### src/rtl/rtype_sequencer.sv
// rtype_sequencer: multi-cycle fetch/decode/execute/write-back controller
// for R-type instructions. It owns the PC, the instruction register (IR)
// and the retired-instruction counter.
// Ports:
//   clk, reset (async, active-low), start
//   imemReq, pc, instrValid, instrCode   instruction fetch side
//   rs1, rs2, rd, aluEn, ALUop, RegWrite datapath controls
//   busy, halted, illegalInstr, instrCount status
// Build option ILLEGAL_HALT_EN: an illegal instruction halts the core
// with pc left at the offending address, instead of being skipped.
module rtype_sequencer #(
  parameter int PC_WIDTH = 32,
  parameter logic [PC_WIDTH-1:0] RESET_PC = '0,
  parameter int CNT_WIDTH = 16
) (
  input  logic                 clk,
  input  logic                 reset,
  input  logic                 start,
  output logic                 imemReq,
  output logic [PC_WIDTH-1:0]  pc,
  input  logic                 instrValid,
  input  logic [31:0]          instrCode,
  output logic [4:0]           rs1,
  output logic [4:0]           rs2,
  output logic [4:0]           rd,
  output logic                 aluEn,
  output logic [3:0]           ALUop,
  output logic                 RegWrite,
  output logic                 busy,
  output logic                 halted,
  output logic                 illegalInstr,
  output logic [CNT_WIDTH-1:0] instrCount
);

  typedef enum logic [2:0] {
    IDLE,
    FETCH,
    DECODE,
    EXECUTE,
    WRITEBACK,
    HALTED
  } state_t;

  state_t      state;
  logic [31:0] ir;
  logic        legal;
  logic [3:0]  dec_op;
  logic        rtype;
  logic [2:0]  f3;
  logic [6:0]  f7;

  assign rs1   = ir[19:15];
  assign rs2   = ir[24:20];
  assign rd    = ir[11:7];
  assign f3    = ir[14:12];
  assign f7    = ir[31:25];
  assign rtype = (ir[6:0] == 7'b0110011);

  always_comb begin
    legal  = 1'b0;
    dec_op = 4'b0000;
    unique case (1'b1)
      rtype && f7 == 7'h00 && f3 == 3'b000:
        begin legal = 1'b1; dec_op = 4'b0010; end
      rtype && f7 == 7'h20 && f3 == 3'b000:
        begin legal = 1'b1; dec_op = 4'b0100; end
      rtype && f7 == 7'h00 && f3 == 3'b001:
        begin legal = 1'b1; dec_op = 4'b0101; end
      rtype && f7 == 7'h00 && f3 == 3'b101:
        begin legal = 1'b1; dec_op = 4'b0110; end
      rtype && f7 == 7'h00 && f3 == 3'b110:
        begin legal = 1'b1; dec_op = 4'b0001; end
      rtype && f7 == 7'h00 && f3 == 3'b111:
        begin legal = 1'b1; dec_op = 4'b0000; end
      default: ;
    endcase
  end

  // Outputs are registered: each transition loads the flags of the
  // state being entered.
  always_ff @(posedge clk or negedge reset) begin
    if (!reset) begin
      state        <= IDLE;
      pc           <= RESET_PC;
      ir           <= '0;
      ALUop        <= 4'b0000;
      imemReq      <= 1'b0;
      aluEn        <= 1'b0;
      RegWrite     <= 1'b0;
      busy         <= 1'b0;
      halted       <= 1'b0;
      illegalInstr <= 1'b0;
      instrCount   <= '0;
    end else begin
      case (state)
        IDLE: begin
          if (start) begin
            state   <= FETCH;
            imemReq <= 1'b1;
            busy    <= 1'b1;
          end
        end
        FETCH: begin
          if (instrValid) begin
            ir      <= instrCode;
            state   <= DECODE;
            imemReq <= 1'b0;
          end
        end
        DECODE: begin
          if (ir == 32'h0) begin
            state  <= HALTED;
            busy   <= 1'b0;
            halted <= 1'b1;
          end else if (legal) begin
            ALUop <= dec_op;
            aluEn <= 1'b1;
            state <= EXECUTE;
          end else begin
            illegalInstr <= 1'b1;
`ifdef ILLEGAL_HALT_EN
            state  <= HALTED;
            busy   <= 1'b0;
            halted <= 1'b1;
`else
            pc      <= pc + PC_WIDTH'(4);
            state   <= FETCH;
            imemReq <= 1'b1;
`endif
          end
        end
        EXECUTE: begin
          aluEn    <= 1'b0;
          RegWrite <= (rd != 5'd0);
          state    <= WRITEBACK;
        end
        WRITEBACK: begin
          RegWrite <= 1'b0;
          pc       <= pc + PC_WIDTH'(4);
          if (instrCount != '1)
            instrCount <= instrCount + 1'b1;
          state    <= FETCH;
          imemReq  <= 1'b1;
        end
        HALTED: begin
          if (start) begin
            pc           <= RESET_PC;
            instrCount   <= '0;
            illegalInstr <= 1'b0;
            state        <= FETCH;
            imemReq      <= 1'b1;
            busy         <= 1'b1;
            halted       <= 1'b0;
          end
        end
        default: state <= IDLE;
      endcase
    end
  end

endmodule
### config.mk
export PLATFORM = sky130hd
export DESIGN_NAME = rtype_sequencer
export DESIGN_NICKNAME = d
export VERILOG_FILES = /design/src/rtl/rtype_sequencer.sv
export SDC_FILE = /design/constraint.sdc
export NUM_CORES = 1
export LEC_CHECK = 0
export BUFFER_PORTS_ARGS = -buffer_cell sky130_fd_sc_hd__buf_2
export CAP_MARGIN = 20
export CORE_ASPECT_RATIO = 0.5
export CORE_UTILIZATION = 58
export CTS_CLUSTER_DIAMETER = 50
export DETAILED_ROUTE_END_ITERATION = 10
export GPL_TIMING_DRIVEN = 0
export PLACE_DENSITY = 0.88
export SLEW_MARGIN = 10
export SYNTH_ARGS = -nofsm -noshare
export SYNTH_HDL_FRONTEND = slang
export SYNTH_SLANG_ARGS = --single-unit
### constraint.sdc
create_clock -name clk -period 6.3 [get_ports clk]
set_input_delay 0.63 -clock clk [delete_from_list [all_inputs] [get_ports clk]]
set_output_delay 0.63 -clock clk [all_outputs]
set_load 0.05 [all_outputs]
; After elaboration in Yosys (flattened, before gate mapping)
; Cells that the tools add are included.
; Widths: inputs -> output; s select.
[word_totals]
regBits = 93
output_inout_bits = 73
word_cells = 95
[classes]
n_addsub = 2
n_eq_ne = 20
n_mux = 29
bitwise = 1
reduce_logical = 32
[op_table]
columns = op, count
row1 = $mux 32, 3
row2 = $pmux 32 s3, 1
row3 = $add 32x3->32 const B, 1
row4 = $logic_not 32->1, 1
row5 = $mux 16, 2
row6 = $pmux 16 s2, 1
row7 = $pmux 3 s5, 2
row8 = $add 16x1->16 const B, 1
row9 = $ne 16x16->1 const B, 1
row10 = $eq 3x3->1 const B, 5
row11 = $reduce_and 3->1, 5
row12 = $eq 7x6->1 const B, 2
row13 = $ne 2x2->1 const B, 7
row14 = $mux 1, 10
row15 = $pmux 1 s2, 5
row16 = $reduce_bool 2->1, 5
row17 = $mux 3, 3
row18 = $logic_and 1x1->1, 8
row19 = $reduce_and 4->1, 2
row20 = $logic_not 7->1, 1
row21 = $eq 3x1->1 const B, 2
row22 = $eq 3x2->1 const B, 2
row23 = $logic_not 3->1, 2
row24 = $reduce_or 6->1, 1
row25 = 10 further kinds, 11

; Longest topological paths before layout
; Gate-level depths: netlist of run 1.
[depth]
ltp_word = 8
ltp_mapped = 9

; Least setup slack after synthesis of run 1
; Ideal clock, no wire load.
[synth_path]
path_kind = reg2reg
from = register pc[2]
to = register pc[18]
setup_time_ns = 0.078
arrival_ns = 2.395
path_slack_ns = 3.827
stages_incl_launch_ff = 8
path_buffers = 0
period_less_slack_ns = 2.473
cell_sequence = dfrtp_1 > ha_1 > nand3_1 > or4_1 > nor2_1 > nand3_1 > or3_1 > a21oi_1
[synth_between]
elab_chain_len = 4
[synth_rtl]
columns = element, line
row1 = "start, declared", 20  ; output logic [PC_WIDTH-1:0] pc,
row2 = "start signal, assigned", 126  ; pc <= pc + PC_WIDTH'(4);
row3 = "start signal, assigned", 139  ; pc <= pc + PC_WIDTH'(4);
row4 = $add 32x3->32 (*), "126, 139"
row5 = $mux 32, 115  ; end else if (legal) begin
row6 = $mux 32, 111  ; if (ir == 32'h0) begin
row7 = $pmux 32 s3 (*), 95  ; case (state)
; Mark *: on every way between the ends. The rest lies on a longest branch, timed or not. The select of a mux whose other input is x is not followed.
; A chain may end at the register's enable or synchronous reset.

; Worst setup path in the final report of run 1
[layout_path]
from = register ir[17]
to = register pc[30]
[layout_between]
elab_chain_len = 3
[layout_rtl]
columns = element, line
row1 = "start, declared", 45  ; logic [31:0] ir;
row2 = "start signal, assigned", 105  ; ir <= instrCode;
row3 = $logic_not 32->1, 111
row4 = $ne 2x2->1 (no line), n/a
row5 = $reduce_and 4->1 (no line), n/a
; Every way passes these cells.

==> results.toml, run 1 <==
[outcome]
outcome = "finished clean"

[die]
die_h_um = 65.0
start_util_pct = 61.3
row_count = 22
die_x_um = 128
dieArea_um2 = 8330
pin_count = 109
core_um2 = 7510

[placement]
pre_cts_slack_ns = 3.89
place.gp.congestion = 0.864
hpwlAfterDp_um = 7590
numPortBuffers = 105

[clocking]
cts_resized = 0
cts_max_path_buffers = 2
clock_sinks = 90
holdBufCountCts = 0
htree_levels = 3
clock-root-buffer = "clkbuf_16"
path_clk_slew_ns = 0.07
cts_tree = "built"
cts_setup_buffers = 0
cts_buffers = 9
insertion_delay_ns = 0.35

[synth]
synth_warnings = 0
synth.avg_cell_area_um2 = 10.1
synth-edff-count = 0
ys_types = 52
synth_top_cell_area_share_pct = 48.9
netlist_top_cells_count = "dfrtp_1, nor2_1, mux2_2, o21ai_0, nand2_1"
synth_area_leaders = "dfrtp_1, mux2_2, o21ai_0"
syn-cell-area_um2 = 4610
yosys.area.top_type = "dfrtp_1"
synthFlopType = "dfrtp_1"
yosysSeqAreaShare_pct = 48.9
synthArstFlopShare_pct = 100
synth.most_common_cell = "dfrtp_1"
ys_ff_latch = 90
postSynthCellCount = 458

[pwr]
p_seq_share_pct = 34.4
netSwitchingPower_w = 0.00124
p_comb_share_pct = 45.6
ir_worst_vdd_mv = 0.491
clockPowerShare_pct = 19.9
p_per_area_nw_per_um2 = 491
switching_share_pct = 45.2
power_leakage_nw = 2.49
intPower_w = 0.00151

[worst_setup_path]
rr_worst_depth = 7
reg2reg_from = "ir[17]"
crit_type = "reg -> reg"
regToRegEndpoint = "pc[30]"
cp.arrival_ns = 2.72
endpoint_kind = "flip-flop"
r2r_slack_ns = 3.85
cp-start-kind = "flip-flop"
crit_required_ns = 6.56
cp_max_fo = 10

[sta]
setup_slack_ns = 3.85
finalCriticalPeriod_ns = 2.45
max_freq_mhz = 408
fin_crit_sh_pct = 38.9
rsz0062_at_grt = "no"
setup_viol = 0
hold_ws_ns = 0.296
relSlewSlack_pct = 58.7
final_hold_viol_count = 0
worst_pin_slew_ns = 0.619
slew_viol_final = 0
skew_ns = 0.00782
tns_ns = 0

[grt]
grt_pass1_wl_um = 17700
grt_max_degree = 49
antenna_found_initial = 0
grt_overflow = 0
grt_pass1_vias = 3786
track_usage_pct = 27.5

[detailed_routing]
ant_nets = 0
wire_per_inst_um = 15.4
route.detailed.drc = 0
drt_iter0_markers = 189
routed_via_density = 5.72
wl_um = 10600
drtPass1Iterations = 5
num_vias = 3944

[layout]
nets = 615
diodes = 0
area_delta_synth_final_pct = 21.6
layout-drive-gt1-share_pct = 33.5

[job]
drv_cap = 0

[hold_path]
worstHoldPathType = "in -> async"
## area by class of cell
type,count,area (µm²)
inverters,7,26.3
plain buffers,41,250
fillers,541,1910
well taps,108,135
repair buffers,106,548
clock inverters,6,73.8
clock buffers,10,229
multi-input cells,322,2090
flip-flops and latches,90,2250
## flip-flops by register name (all words and copies together) (netlist names)
name / flops
imemReq: 1
halted: 1
busy: 1
illegalInstr: 1
pc: 30
RegWrite: 1
state: 3
ir: 32
instrCount: 16
ALUop: 3
aluEn: 1
## stage by stage
stage | instances | power, W | instance area, µm² | utilization, %
4_1_cts | 690 | 0.00276 | 5600 | 74.6
3_5_place_dp | 674 | 0.00220 | 5300 | 70.5
3_3_place_gp | 673 | 0.00216 | 5280 | 70.2
5_1_grt | 690 | 0.00290 | 5600 | 74.6
2_1_floorplan | 460 | 0.00191 | 4620 | -
6_report | 690 | 0.00275 | 5600 | 74.6
## worst max-delay path by stage
stage | from | to | slack (ns) | cells past startpoint
3_5_place_dp | ir[29] | pc[30] | 3.89 | 7
3_3_place_gp | reset | pc[11] | 3.84 | 1
6_report | ir[17] | pc[30] | 3.85 | 7
2_1_floorplan | pc[2] | pc[18] | 3.83 | 7
4_1_cts | ir[29] | pc[30] | 3.85 | 7
5_1_grt | ir[29] | pc[30] | 3.64 | 7
## metal layers
layer,global-route usage [%],part of all wire (%)
met5,0,0
met4,7.94,1.3
met3,7.51,6.3
met2,47.3,48
met1,34.4,44
## cells by family after synthesis
family	share of synthesized area, %
buffers and inverters	6.00
adder cells (fa/ha/maj)	0.543
AO/OA/AOI/OAI	13.3
AND/OR/NAND/NOR	19.5
XOR/XNOR	2.28
flip-flops	48.9
other	0.0814
multiplexers	9.45
## critical path, stage by stage, from the launching register on
cell and delay (ns):
dfrtp_1 0.40, nor4_1 0.39, nand4_1 0.23, o31ai_4 0.43
o21a_2 0.23, clkbuf_1 0.37, o21ai_0 0.17, a21oi_1 0.14
## layout by cell type (no fill, tap or decap), drive strengths merged, types with 4 or more instances in the layout
master  count
buf       136
dfrtp      90
nor2       39
mux2       36
o21ai      34
nand2      28
a21oi      25
clkbuf     21
nand3      20
o31ai      20
nor3       11
or4        11
inv        10
nand2b      9
and3        8
nor4        8
or3         8
xnor2       6
xor2        6
nand4       5
nor2b       5
and2        4
nor3b       4
## power groups by stage
| stage | Combinational (W) | Clock [W] | Sequential, W |
|---|---|---|---|
| floorplan | 0.000730 | 0 | 0.00118 |
| global placement | 0.00122 | 0 | 0.000938 |
| detailed placement | 0.00125 | 0 | 0.000951 |
| CTS | 0.00126 | 0.000554 | 0.000943 |
| global route | 0.00134 | 0.000582 | 0.000974 |
| finish | 0.00126 | 0.000548 | 0.000947 |
Note: power is estimated with default switching activity, not from simulation.
==> run 2: changes to the inputs <==
--- a/config.mk
+++ b/config.mk
@@ -8,11 +8,11 @@
 export BUFFER_PORTS_ARGS = -buffer_cell sky130_fd_sc_hd__buf_2
 export CAP_MARGIN = 20
 export CORE_ASPECT_RATIO = 0.5
-export CORE_UTILIZATION = 58
+export CORE_UTILIZATION = 54
 export CTS_CLUSTER_DIAMETER = 50
 export DETAILED_ROUTE_END_ITERATION = 10
 export GPL_TIMING_DRIVEN = 0
-export PLACE_DENSITY = 0.88
+export PLACE_DENSITY = 0.83
 export SLEW_MARGIN = 10
 export SYNTH_ARGS = -nofsm -noshare
 export SYNTH_HDL_FRONTEND = slang
==> constraint.sdc (replaced) <==
create_clock -name clk -period 2.4 [get_ports clk]
set_input_delay 0.24 -clock clk [delete_from_list [all_inputs] [get_ports clk]]
set_output_delay 0.24 -clock clk [all_outputs]
set_load 0.05 [all_outputs]
==> run 2 against run 1 <==
  * Maximum frequency grew 6.8%
  * Clock skew about the same
  * Via count shrank 2.0%
  * Critical path type unchanged
  * Largest power group unchanged
==> results.toml, run 2 (synthesis gave the netlist of run 1 again) <==
[layout]
largest_reg_flops = 32
reg_top3 = "ir (32), pc (30), instrCount (16)"
fin_area_um2 = 5650
diodes = 0
final_cell_mix = "buf_2, dfrtp_1, nor2_1, mux2_2, o21ai_0"
area_delta_synth_final_pct = 22.7
nets = 617
top_register = "ir"
layout-drive-gt1-share_pct = 36.1
final_common_cell = "buf_2"

[pwr]
power_leakage_nw = 2.52
ir_worst_vdd_mv = 1.11
p_per_area_nw_per_um2 = 1270
finalPower_w = 0.00716

[worst_setup_path]
slowest_delay_ns = 0.42
cp-start-kind = "flip-flop"
crit_required_ns = 2.63
endpoint_kind = "flip-flop"
cp_slowest_cell = "dfrtp_1"
crit_type = "reg -> reg"
path_buf_inv = 2
crit_chain = "nor4_2, nand4_1, o31ai_4, o21a_2, buf_4, buf_2, o21ai_0, o41ai_1"
cp.arrival_ns = 2.52
cp_max_fo = 10
critPathTopFamily = "compound AO/OA/AOI/OAI gates"

[grt]
track_usage_pct = 25.3
grt_max_degree = 65
grt_overflow = 0
grt_pass1_wl_um = 17600
grt_pass1_vias = 3664
antenna_found_initial = 0

[die]
die_h_um = 67.3
pin_count = 109
die_x_um = 133
start_util_pct = 56.6
core_um2 = 8140
dieArea_um2 = 8930
row_count = 23

[detailed_routing]
wire_per_inst_um = 15.2
wl_um = 10600
num_vias = 3867
drtPass1Iterations = 5
routed_via_density = 5.56
drt_iter0_markers = 254
ant_nets = 0
route.detailed.drc = 0

[hold_path]
worstHoldPathType = "in -> reg"

[sta]
fin_crit_sh_pct = 95.7
finalCriticalPeriod_ns = 2.30
final_hold_viol_count = 0
max_freq_mhz = 435
worst_pin_slew_ns = 0.545
relSlewSlack_pct = 63.5
slew_viol_final = 0
setup_viol = 0
setup_slack_ns = 0.102
skew_ns = 0.00775

[clocking]
cts_tree = "built"
cts_max_path_buffers = 2
clock-root-buffer = "clkbuf_16"
htree_levels = 3
cts_buffers = 9
insertion_delay_ns = 0.35
clock_sinks = 90
path_clk_slew_ns = 0.07

[placement]
pre_cts_slack_ns = -0.0646
placed_cell_area_um2 = 5320
place.gp.congestion = 0.819
numPortBuffers = 105
hpwlAfterDp_um = 7390

[job]
drv_cap = 0

[outcome]
outcome = "finished clean"
run 2: changes by cell type in the layout (fill, tap and decap cells not counted), sizes merged:
cell | previous run | this run
inv | 10 | 9
buf | 136 | 137
bufinv | 1 | 0
clkinvlp | 2 | 4
clkinv | 0 | 1
clkbuf | 21 | 20
dlygate4sd3 | 0 | 1
run 2: cell type report:
class                      count  area (µm²)
clock inverter                 7        52.6
timing repair buffer         108         573
sequential                    90        2250
tap                          112         140
buffer                        41         256
clock buffer                   9         225
multi-input combinational    322        2130
fill                         616        2490
inverter                       7        26.3
run 2: final timing paths:
| path | start | to | slack, ns | cells after the start |
|---|---|---|---|---|
| min in group asynchronous | reset | ir[21] | 0.36 | 2 |
| worst max register to register | ir[17] | pc[16] | 0.10 | 8 |
| max in group asynchronous | reset | pc[3] | 1.39 | 3 |
| worst max-delay path | ir[17] | pc[16] | 0.10 | 8 |
| worst min register to register | ALUop[2] | ALUop[2] | 0.51 | 2 |
| worst min-delay path | instrCode[10] | ir[10] | 0.12 | 2 |
run 2: per-layer routing:
metal	up-vias	wire length, µm	global-route usage [%]
li1	1881	-	-
met1	1871	4890	31.7
met2	105	5020	43.2
met3	10	580	7.51
met4	0	85	8.05
met5	-	0	0
run 2: stage by stage:
| stage | TNS, ns | utilization [%] | std cells | hold slack (ns) |
|---|---|---|---|---|
| final | 0 | 69.4 | 696 | 0.121 |
| after global routing | -0.00113 | 69.4 | 696 | 0.123 |
| after CTS | 0 | 68.9 | 696 | 0.114 |
| after detailed placement | -0.224 | 65.3 | 678 | 0.174 |
| after global placement | 0 | 64.9 | 677 | 0.470 |
| after floorplan | 0 | - | 460 | -0.0556 |
run 2: where the power goes:
group / leakage (nW) / switching (W) / total [W] / internal (W)
clock: 0.124 / 0.000621 / 0.00133 / 0.000707
combinational: 1.26 / 0.00219 / 0.00333 / 0.00114
sequential: 1.13 / 0.000477 / 0.00250 / 0.00203
total: 2.52 / 0.00329 / 0.00716 / 0.00387
run 2: repair_timing:
action	in CTS	in global routing
buffers inserted	1	0
hold buffers	1	0
pin swaps	1	0
endpoints found under the setup margin	19	42
endpoints found under the hold margin	26	0
resized for setup	1	16
==> run 3: changes to the inputs <==
--- a/config.mk
+++ b/config.mk
@@ -5,14 +5,14 @@
 export SDC_FILE = /design/constraint.sdc
 export NUM_CORES = 1
 export LEC_CHECK = 0
-export BUFFER_PORTS_ARGS = -buffer_cell sky130_fd_sc_hd__buf_2
 export CAP_MARGIN = 20
 export CORE_ASPECT_RATIO = 0.5
-export CORE_UTILIZATION = 54
+export CORE_UTILIZATION = 60
 export CTS_CLUSTER_DIAMETER = 50
 export DETAILED_ROUTE_END_ITERATION = 10
+export DONT_BUFFER_PORTS = 1
 export GPL_TIMING_DRIVEN = 0
-export PLACE_DENSITY = 0.83
+export PLACE_DENSITY = 0.79
 export SLEW_MARGIN = 10
 export SYNTH_ARGS = -nofsm -noshare
 export SYNTH_HDL_FRONTEND = slang
==> constraint.sdc (replaced) <==
create_clock -name clk -period 2.55 [get_ports clk]
set_input_delay 0.255 -clock clk [delete_from_list [all_inputs] [get_ports clk]]
set_output_delay 0.255 -clock clk [all_outputs]
set_load 0.05 [all_outputs]
==> run 3 against run 2 <==
  * Sequential share of layout area rose by 3.9 points
  * First-iteration DRC count rose by 0.39%
  * Highest routed layer unchanged
  * Critical path depth fell by 2
  * Final cell count fell by 17%
  * Die area fell by 9.8%
  * Clock skew fell by 0.0025 ns
  * Flip-flop and latch count did not move
  * Clock power rose by 8%
  * Setup slack got worse by 0.016 ns
  * Non-clock buffer count fell by 103
  * Power fell by 7.4%
  * Largest cell class unchanged
==> results.toml, run 3 (synthesis gave the netlist of run 1 again) <==
[outcome]
outcome = "finished clean"

[sta]
max_freq_mhz = 406
worst_pin_slew_ns = 0.623
finalCriticalPeriod_ns = 2.46
setup_slack_ns = 0.0862
setup_viol = 0
skew_ns = 0.00520
slew_viol_final = 0
relSlewSlack_pct = 58.4
fin_crit_sh_pct = 96.6
final_hold_viol_count = 0

[pwr]
p_per_area_nw_per_um2 = 1270
finalPower_w = 0.00663
ir_worst_vdd_mv = 0.991
power_leakage_nw = 2.05

[layout]
diodes = 0
final_cell_mix = "dfrtp_1, nor2_1, mux2_2, o21ai_0, nand2_1"
register_area_um2 = 2280
multiInputGateArea_um2 = 2140
reg_top3 = "ir (32), pc (30), instrCount (16)"
largest_reg_flops = 32
top_register = "ir"
fin_util_pct = 70.5
area_delta_synth_final_pct = 12.8
fin_area_um2 = 5200
layout-drive-gt1-share_pct = 25.6
final_common_cell = "dfrtp_1"
nets = 514
fillers = 556

[detailed_routing]
wl_um = 10100
drt_iter0_markers = 255
ant_nets = 0
route.detailed.drc = 0
wire_per_inst_um = 17.6
num_vias = 3480
drtPass1Iterations = 5
routed_via_density = 6.03

[die]
die_h_um = 64.0
dieArea_um2 = 8060
die_x_um = 126
core_um2 = 7380
start_util_pct = 62.5
pin_count = 109
row_count = 22

[worst_setup_path]
critPathTopFamily = "simple AND/OR/NAND/NOR gates"
cp_slowest_cell = "dfrtp_1"
crit_type = "reg -> reg"
crit_chain = "nand3_1, or4_4, nor2_2, nand3_1, or3_1, a21oi_1"
path_buf_inv = 0
endpoint_kind = "flip-flop"
cp-start-kind = "flip-flop"
cp.arrival_ns = 2.73
slowest_delay_ns = 0.70
crit_required_ns = 2.81
critPathMostFrequentCell = "nand3_1"
cp_max_fo = 7

[grt]
grt_pass1_wl_um = 16600
grt_pass1_vias = 3304
antenna_found_initial = 0
grt_max_degree = 91
grt_overflow = 0
track_usage_pct = 26.6

[job]
drv_cap = 0

[placement]
placed_cell_area_um2 = 4740
hpwlAfterDp_um = 6900
place.gp.congestion = 0.842
numPortBuffers = 0
pre_cts_slack_ns = -0.189

[clocking]
cts_max_path_buffers = 2
insertion_delay_ns = 0.34
cts_buffers = 9
path_clk_slew_ns = 0.07
cts_tree = "built"
clock_sinks = 90
clock-root-buffer = "clkbuf_16"
htree_levels = 3

[hold_path]
worstHoldPathType = "in -> reg"
[run 3: worst paths after layout]
check	startpoint	cells past startpoint	to	slack, ns
setup / recovery	pc[5]	6	pc[18]	0.09
hold / removal	instrCode[19]	1	ir[19]	0.06
setup reg to reg	pc[5]	6	pc[18]	0.09
hold reg to reg	ir[29]	1	ir[29]	0.51
max in group asynchronous	reset	2	ir[29]	1.71
min in group asynchronous	reset	2	pc[26]	0.49
[run 3: what timing repair did]
| item | CTS | global route |
|---|---|---|
| buffers inserted | 0 | 3 |
| pin swaps | 0 | 4 |
| endpoints found under the setup margin | 9 | 36 |
| hold endpoints to repair | 90 | 0 |
| hold buffers | 2 | 0 |
| resized for setup | 5 | 27 |
[run 3: power by group]
part	internal (W)	switching [W]
clock network	0.000868	0.000564
logic	0.000864	0.00127
registers	0.00190	0.00116
[run 3: area by class of cell]
type | instances | area share (%)
Clock buffer | 9 | 4.33
Multi-Input combinational cell | 322 | 41.1
Sequential cell | 90 | 43.8
Buffer | 41 | 4.84
Inverter | 7 | 0.505
Timing Repair Buffer | 5 | 1.15
Tap cell | 96 | 2.31
Clock inverter | 7 | 1.95
[run 3: stage by stage]
stage | hold WS (ns) | cells | setup TNS (ns)
CTS | 0.0515 | 574 | -0.0410
global route | 0.0468 | 577 | -0.0956
global placement | -0.0390 | 556 | -0.390
floorplan | -0.0406 | 460 | 0
finish | 0.0586 | 577 | 0
detailed placement | -0.0389 | 556 | -0.557
[run 3: metal layers]
metal  GRT usage [%]  routed length, µm  vias to the layer above
met3            10.1                750                       13
li1                -                  -                     1674
met1            33.5               4470                     1684
met5               0                  0                        -
met2            43.9               4830                      109
met4            6.17                 96                        0
[run 3: worst reg2reg max path, stage by stage, from the launching register on]
cell and delay (ns):
dfrtp_1 0.70, nand3_1 0.22, or4_4 0.65, nor2_2 0.19, nand3_1 0.13, or3_1 0.35, a21oi_1 0.15
